===== src/rtl/instruction_sequencer.sv =====
// Instruction sequencer: fetches 16-bit words from a synchronous program ROM,
// decodes them for the ALU and register file, and commits results.
// The PC, the instruction register and the architectural flags all live here.

package instruction_sequencer_pkg;
    // Architectural ALU flags, carried between instructions
    typedef struct packed {
        logic Carry;
        logic Zero;
        logic Negative;
        logic Overflow;
    } sFlags;
endpackage

module instruction_sequencer
    import instruction_sequencer_pkg::*;
#(
    parameter int         AddrWidth     = 8,
    parameter int         DataWidth     = 16,
    parameter logic [5:0] JumpOpcode    = 6'h3D,
    parameter logic [5:0] BranchZOpcode = 6'h3E,
    parameter logic [5:0] HaltOpcode    = 6'h3F
) (
    input  logic                 Clock_i,
    input  logic                 Reset_i,
    input  logic                 Run_i,
    output logic [AddrWidth-1:0] PmemAddr_o,
    output logic                 PmemRdEn_o,
    input  logic [15:0]          PmemRData_i,
    output logic [3:0]           RfSrcIdx_o,
    output logic [3:0]           RfDestIdx_o,
    output logic                 RfWrEn_o,
    output logic [DataWidth-1:0] RfWrData_o,
    output logic [5:0]           AluOperation_o,
    output logic [5:0]           AluImm_o,
    output sFlags                AluInFlags_o,
    input  logic [DataWidth-1:0] AluOutDest_i,
    input  sFlags                AluOutFlags_i,
    output logic                 Busy_o,
    output logic                 Halted_o,
    output logic [2:0]           DbgState_o
);

    // The relative-jump sign extension below needs room above the immediate.
    localparam int ImmediateWidth = 6;

    typedef enum logic [2:0] {
        S_IDLE   = 3'd0,
        S_FETCH  = 3'd1,
        S_WAIT   = 3'd2,
        S_EXEC   = 3'd3,
        S_WB     = 3'd4,
        S_HALTED = 3'd5
    } state_e;

    state_e                state_q, state_d;
    logic [AddrWidth-1:0]  pc_q, pc_d;
    logic [15:0]           ir_q, ir_d;
    sFlags                 flags_q, flags_d;
    sFlags                 res_flags_q, res_flags_d;
    logic [DataWidth-1:0]  res_q, res_d;

    logic [5:0]            opcode;
    logic                  is_jump, is_branch, is_halt;
    logic [AddrWidth-1:0]  pc_inc, pc_rel;

    assign opcode    = ir_q[15:10];
    assign is_jump   = (opcode == JumpOpcode);
    assign is_branch = (opcode == BranchZOpcode);
    assign is_halt   = (opcode == HaltOpcode);

    // PC arithmetic is modulo 2**AddrWidth; the immediate is a signed offset
    // relative to the address of the following instruction.
    assign pc_inc = pc_q + AddrWidth'(1);
    assign pc_rel = pc_inc + {{(AddrWidth-ImmediateWidth){ir_q[5]}}, ir_q[5:0]};

    // Decoded fields are presented straight from the instruction register;
    // Src and Imm deliberately overlap in IR[5:0].
    assign PmemAddr_o     = pc_q;
    assign RfSrcIdx_o     = ir_q[5:2];
    assign RfDestIdx_o    = ir_q[9:6];
    assign AluOperation_o = opcode;
    assign AluImm_o       = ir_q[5:0];
    assign AluInFlags_o   = flags_q;
    assign RfWrData_o     = res_q;
    assign Busy_o         = (state_q == S_FETCH) || (state_q == S_WAIT) ||
                            (state_q == S_EXEC)  || (state_q == S_WB);
    assign Halted_o       = (state_q == S_HALTED);
    assign DbgState_o     = state_q;

    // Next-state and strobe decode. ROM protocol: PmemRdEn_o is a one-cycle
    // request with PmemAddr_o; the ROM answers on PmemRData_i in the next cycle
    // unconditionally (no stall), which is when WAIT captures it into IR.
    always_comb begin
        state_d     = state_q;
        pc_d        = pc_q;
        ir_d        = ir_q;
        flags_d     = flags_q;
        res_d       = res_q;
        res_flags_d = res_flags_q;
        PmemRdEn_o  = 1'b0;
        RfWrEn_o    = 1'b0;
        case (state_q)
            S_IDLE: begin
                if (Run_i) begin
                    state_d = S_FETCH;
                end
            end
            S_FETCH: begin
                PmemRdEn_o = 1'b1;
                state_d    = S_WAIT;
            end
            S_WAIT: begin
                ir_d    = PmemRData_i;
                state_d = S_EXEC;
            end
            S_EXEC: begin
                if (is_halt) begin
                    state_d = S_HALTED;
                end else begin
                    // Control-flow opcodes do not use the ALU result.
                    if (!is_jump && !is_branch) begin
                        res_d       = AluOutDest_i;
                        res_flags_d = AluOutFlags_i;
                    end
                    state_d = S_WB;
                end
            end
            S_WB: begin
                pc_d = pc_inc;
                if (is_jump) begin
                    pc_d = pc_rel;
                end else if (is_branch) begin
                    if (flags_q.Zero) begin
                        pc_d = pc_rel;
                    end
                end else begin
                    RfWrEn_o = 1'b1;
                    flags_d  = res_flags_q;
                end
                state_d = Run_i ? S_FETCH : S_IDLE;
            end
            S_HALTED: begin
                state_d = S_HALTED;
            end
            default: begin
                state_d = S_IDLE;
            end
        endcase
    end

    // State and datapath registers; reset aborts any in-flight instruction.
    always_ff @(posedge Clock_i) begin
        if (Reset_i) begin
            state_q     <= S_IDLE;
            pc_q        <= '0;
            ir_q        <= '0;
            flags_q     <= '0;
            res_q       <= '0;
            res_flags_q <= '0;
        end else begin
            state_q     <= state_d;
            pc_q        <= pc_d;
            ir_q        <= ir_d;
            flags_q     <= flags_d;
            res_q       <= res_d;
            res_flags_q <= res_flags_d;
        end
    end

endmodule


===== config.mk =====
export PLATFORM = sky130hd
export DESIGN_NAME = instruction_sequencer
export DESIGN_NICKNAME = d
export VERILOG_FILES = /design/src/rtl/instruction_sequencer.sv
export SDC_FILE = /design/constraint.sdc
export NUM_CORES = 1
export LEC_CHECK = 0
export CORE_MARGIN = 2
export CORE_UTILIZATION = 46
export CTS_BUF_LIST = sky130_fd_sc_hd__clkbuf_2
export CTS_CLUSTER_SIZE = 14
export DETAILED_ROUTE_END_ITERATION = 12
export HOLD_SLACK_MARGIN = 0.02
export PLACE_DENSITY = 0.83
export SLEW_MARGIN = 20
export SYNTH_ARGS = -nofsm -noshare
export SYNTH_HDL_FRONTEND = slang
export SYNTH_SLANG_ARGS = --single-unit

===== constraint.sdc =====
create_clock -name Clock_i -period 2.9 [get_ports Clock_i]
set_clock_uncertainty 0.15 [all_clocks]
set_input_delay 0.58 -clock Clock_i [delete_from_list [all_inputs] [get_ports Clock_i]]
set_output_delay 0.58 -clock Clock_i [all_outputs]
set_load 0.01 [all_outputs]

==> flow_summary.yaml <==
critical_path:
  required_ns: 2.17
  r2r_setup_slack_ns: 0.27
  end_kind: "primary output"
  path_depth: 4
  worstPathArrival_ns: 2.02
  slowest_delay_ns: 0.50
  crit_buf_inv: 2
  path_class: "flip-flop to primary output"
  path_max_fanout: 5
  startpoint_type: "flip-flop"
  worstRegToRegCells: 10
  critical_path.top_delay_family: "buffers and inverters"
  cp_slowest_cell: "clkdlybuf4s50_1"
  crit_path_cell_trace: "nand4_1, o21ai_2, inv_2, clkdlybuf4s50_1"
timing:
  max-slew-margin-rel_pct: 44.5
  worst_slew_pin_slew_ns: 0.832
  final_max_slew_viol_count: 0
  hold_viol_final: 0
  tns_ns: 0
  post-route-period-util_pct: 95.0
  rsz0062_at_grt: "no"
  period_minus_slack_ns: 2.75
  max_freq_mhz: 363
  setup_viol: 0
floorplanning:
  die_w_um: 77.5
  dieArea_um2: 6010
  placeableCoreArea_um2: 5170
  rows: 26
  pin_count: 94
  start_util_pct: 48.0
  die_y_um: 77.5
layout:
  utilization_pct: 68.4
  n_fill_cell: 416
  layout_commonest_cell: "clkdlybuf4s50_1"
  syn2layout_area_growth_pct: 42.3
  diodes: 0
  drive_above_1_share_pct: 6.60
  nets: 427
  final_cell_mix: "92 x clkdlybuf4s50_1, 50 x dfxtp_1, 49 x nand2_1"
global_route:
  grt_max_degree: 52
  antenna_found_initial: 0
  grt_usage_pct: 19.9
  use_met3_pct: 7.79
  met2_usage_pct: 35.1
  grt_pass1_vias: 2139
  grt_most_used_layer: "met2"
  use_met1_pct: 23.0
  overflow: 0
  grt_pass1_wl_um: 9740
synthesis:
  syn_area_um2: 2480
  synth-edff-count: 0
  synth_warnings: 0
  synth_ff_type: "dfxtp_1"
  ys_types: 45
  synthCells: 291
  ys_async_sr_fraction_pct: 0
  ys_ff_latch: 51
  synth.yosys.seq_area_share_pct: 41.1
  synth_area_per_cell_um2: 8.54
  syn-num-nets: 340
placement:
  port-buffer-count: 93
  gp_congestion: 0.838
  dp_hpwl_um: 4460
drt:
  ant_nets: 0
  via_count: 2266
  drt_first_pass_iters: 4
  finalWirelength_um: 5970
  vias_per_cell: 5.05
  wl_per_cell_um: 13.3
  drtIter0Drc: 90
  drc: 0
pwr:
  power_density_nw_per_um2: 448
  peakVddDrop_mv: 0.355
  p_leak_nw: 1.44
clock_network:
  cts_resized: 1
  clkLatencyLatePin_ns: 0.42
  cts_root_buf: "clkbuf_2"
  cts_hold_buf: 0
  cts_setup_buffers: 0
  ctsHtreeMaxLevel: 2
  cts_buffers: 5
  cts.sinks: 51
  cts_tree: "built"
  clkTransAtPathRegs_ns: 0.26
  cts_buffer_depth: 2
status:
  outcome: "finished clean"
hold_path:
  min_path_cells: 2
  hold_path.class: "flip-flop to flip-flop"
run:
  cap_violations: 0
-- registers in the layout (all words and copies together), names as in the netlist --
| name | flops |
|---|---|
| DbgState_o | 3 |
| RfWrData_o | 16 |
| res_flags_q | 4 |
| AluInFlags_o | 4 |
| ir_q | 16 |
| PmemAddr_o | 8 |
-- layer usage --
layer,up-vias,wire [µm]
met1,1022,2460
met4,0,31
met2,76,2900
li1,1164,-
met5,-,0
met3,4,573
-- where the power goes --
part | total (mW) | switching [mW] | internal (mW) | leakage, nW
Clock | 0.462 | 0.227 | 0.235 | 0.0532
Combinational | 0.340 | 0.149 | 0.191 | 0.975
Sequential | 0.783 | 0.0431 | 0.740 | 0.414
-- kinds of logic after synthesis --
logic type      after synthesis  share of synthesized area, %
xor+xnor                     13                          4.58
flops                        51                          41.1
buf+inv                      21                          4.58
compound gates               54                          12.5
mux                          23                          9.26
simple gates                119                          22.7
fa+ha+maj                    10                          5.34
-- area by class of cell --
type                    count  area [µm²]  area share (%)
clock buffers               6        30.0           0.849
clock inverters             2        60.1            1.70
inverters                   3        11.3           0.318
multi-input cells         219        1360            38.5
flip-flops and latches     51        1020            29.0
well taps                  70        87.6            2.48
repair buffers             98         963            27.2
-- stage by stage --
stage	hold WS [ns]	area (µm²)	std cells	setup WS [ns]	power [mW]
final	0.315	3540	449	0.146	1.59
after global routing	0.352	3540	449	0.0133	1.66
after global placement	0.291	3440	441	0.367	1.13
after detailed placement	0.297	3440	441	0.286	1.14
after floorplan	0.282	2480	291	0.406	0.967
after CTS	0.323	3530	449	0.0293	1.60
-- final timing paths --
| check | startpoint | end |
|---|---|---|
| worst min register to register | res_flags_q[3] | AluInFlags_o[3] |
| worst max-delay path | ir_q[12] | RfWrEn_o |
| worst min-delay path | res_flags_q[3] | AluInFlags_o[3] |
| worst max register to register | PmemAddr_o[0] | PmemAddr_o[5] |
-- synthesized netlist by cell type (2+ instances only) --
master	number	area share, %
nand3_1	5	1.0
nand3b_1	2	0.60
o21a_1	2	0.60
clkbuf_1	8	1.2
o21ai_0	7	1.4
or3_1	2	0.50
a31oi_1	3	0.76
a211oi_1	3	0.91
buf_4	4	1.2
nor3b_1	5	1.5
nor2_1	35	5.3
mux2i_1	23	9.3
nor3_1	6	1.2
a21oi_1	31	6.2
a21o_1	2	0.60
nand2_1	49	7.4
ha_1	9	4.5
xor2_1	6	2.1
buf_6	2	0.91
inv_1	2	0.30
xnor2_1	7	2.5
dfxtp_1	51	41
nand2b_1	2	0.50
buf_2	4	0.81
-- tightest hold or removal path, stage by stage, from the launching register on --
cell and delay [ns]:
dfxtp_1 0.37, nand2_1 0.05, a21oi_1 0.05
Note: power is estimated with default switching activity, not from simulation.
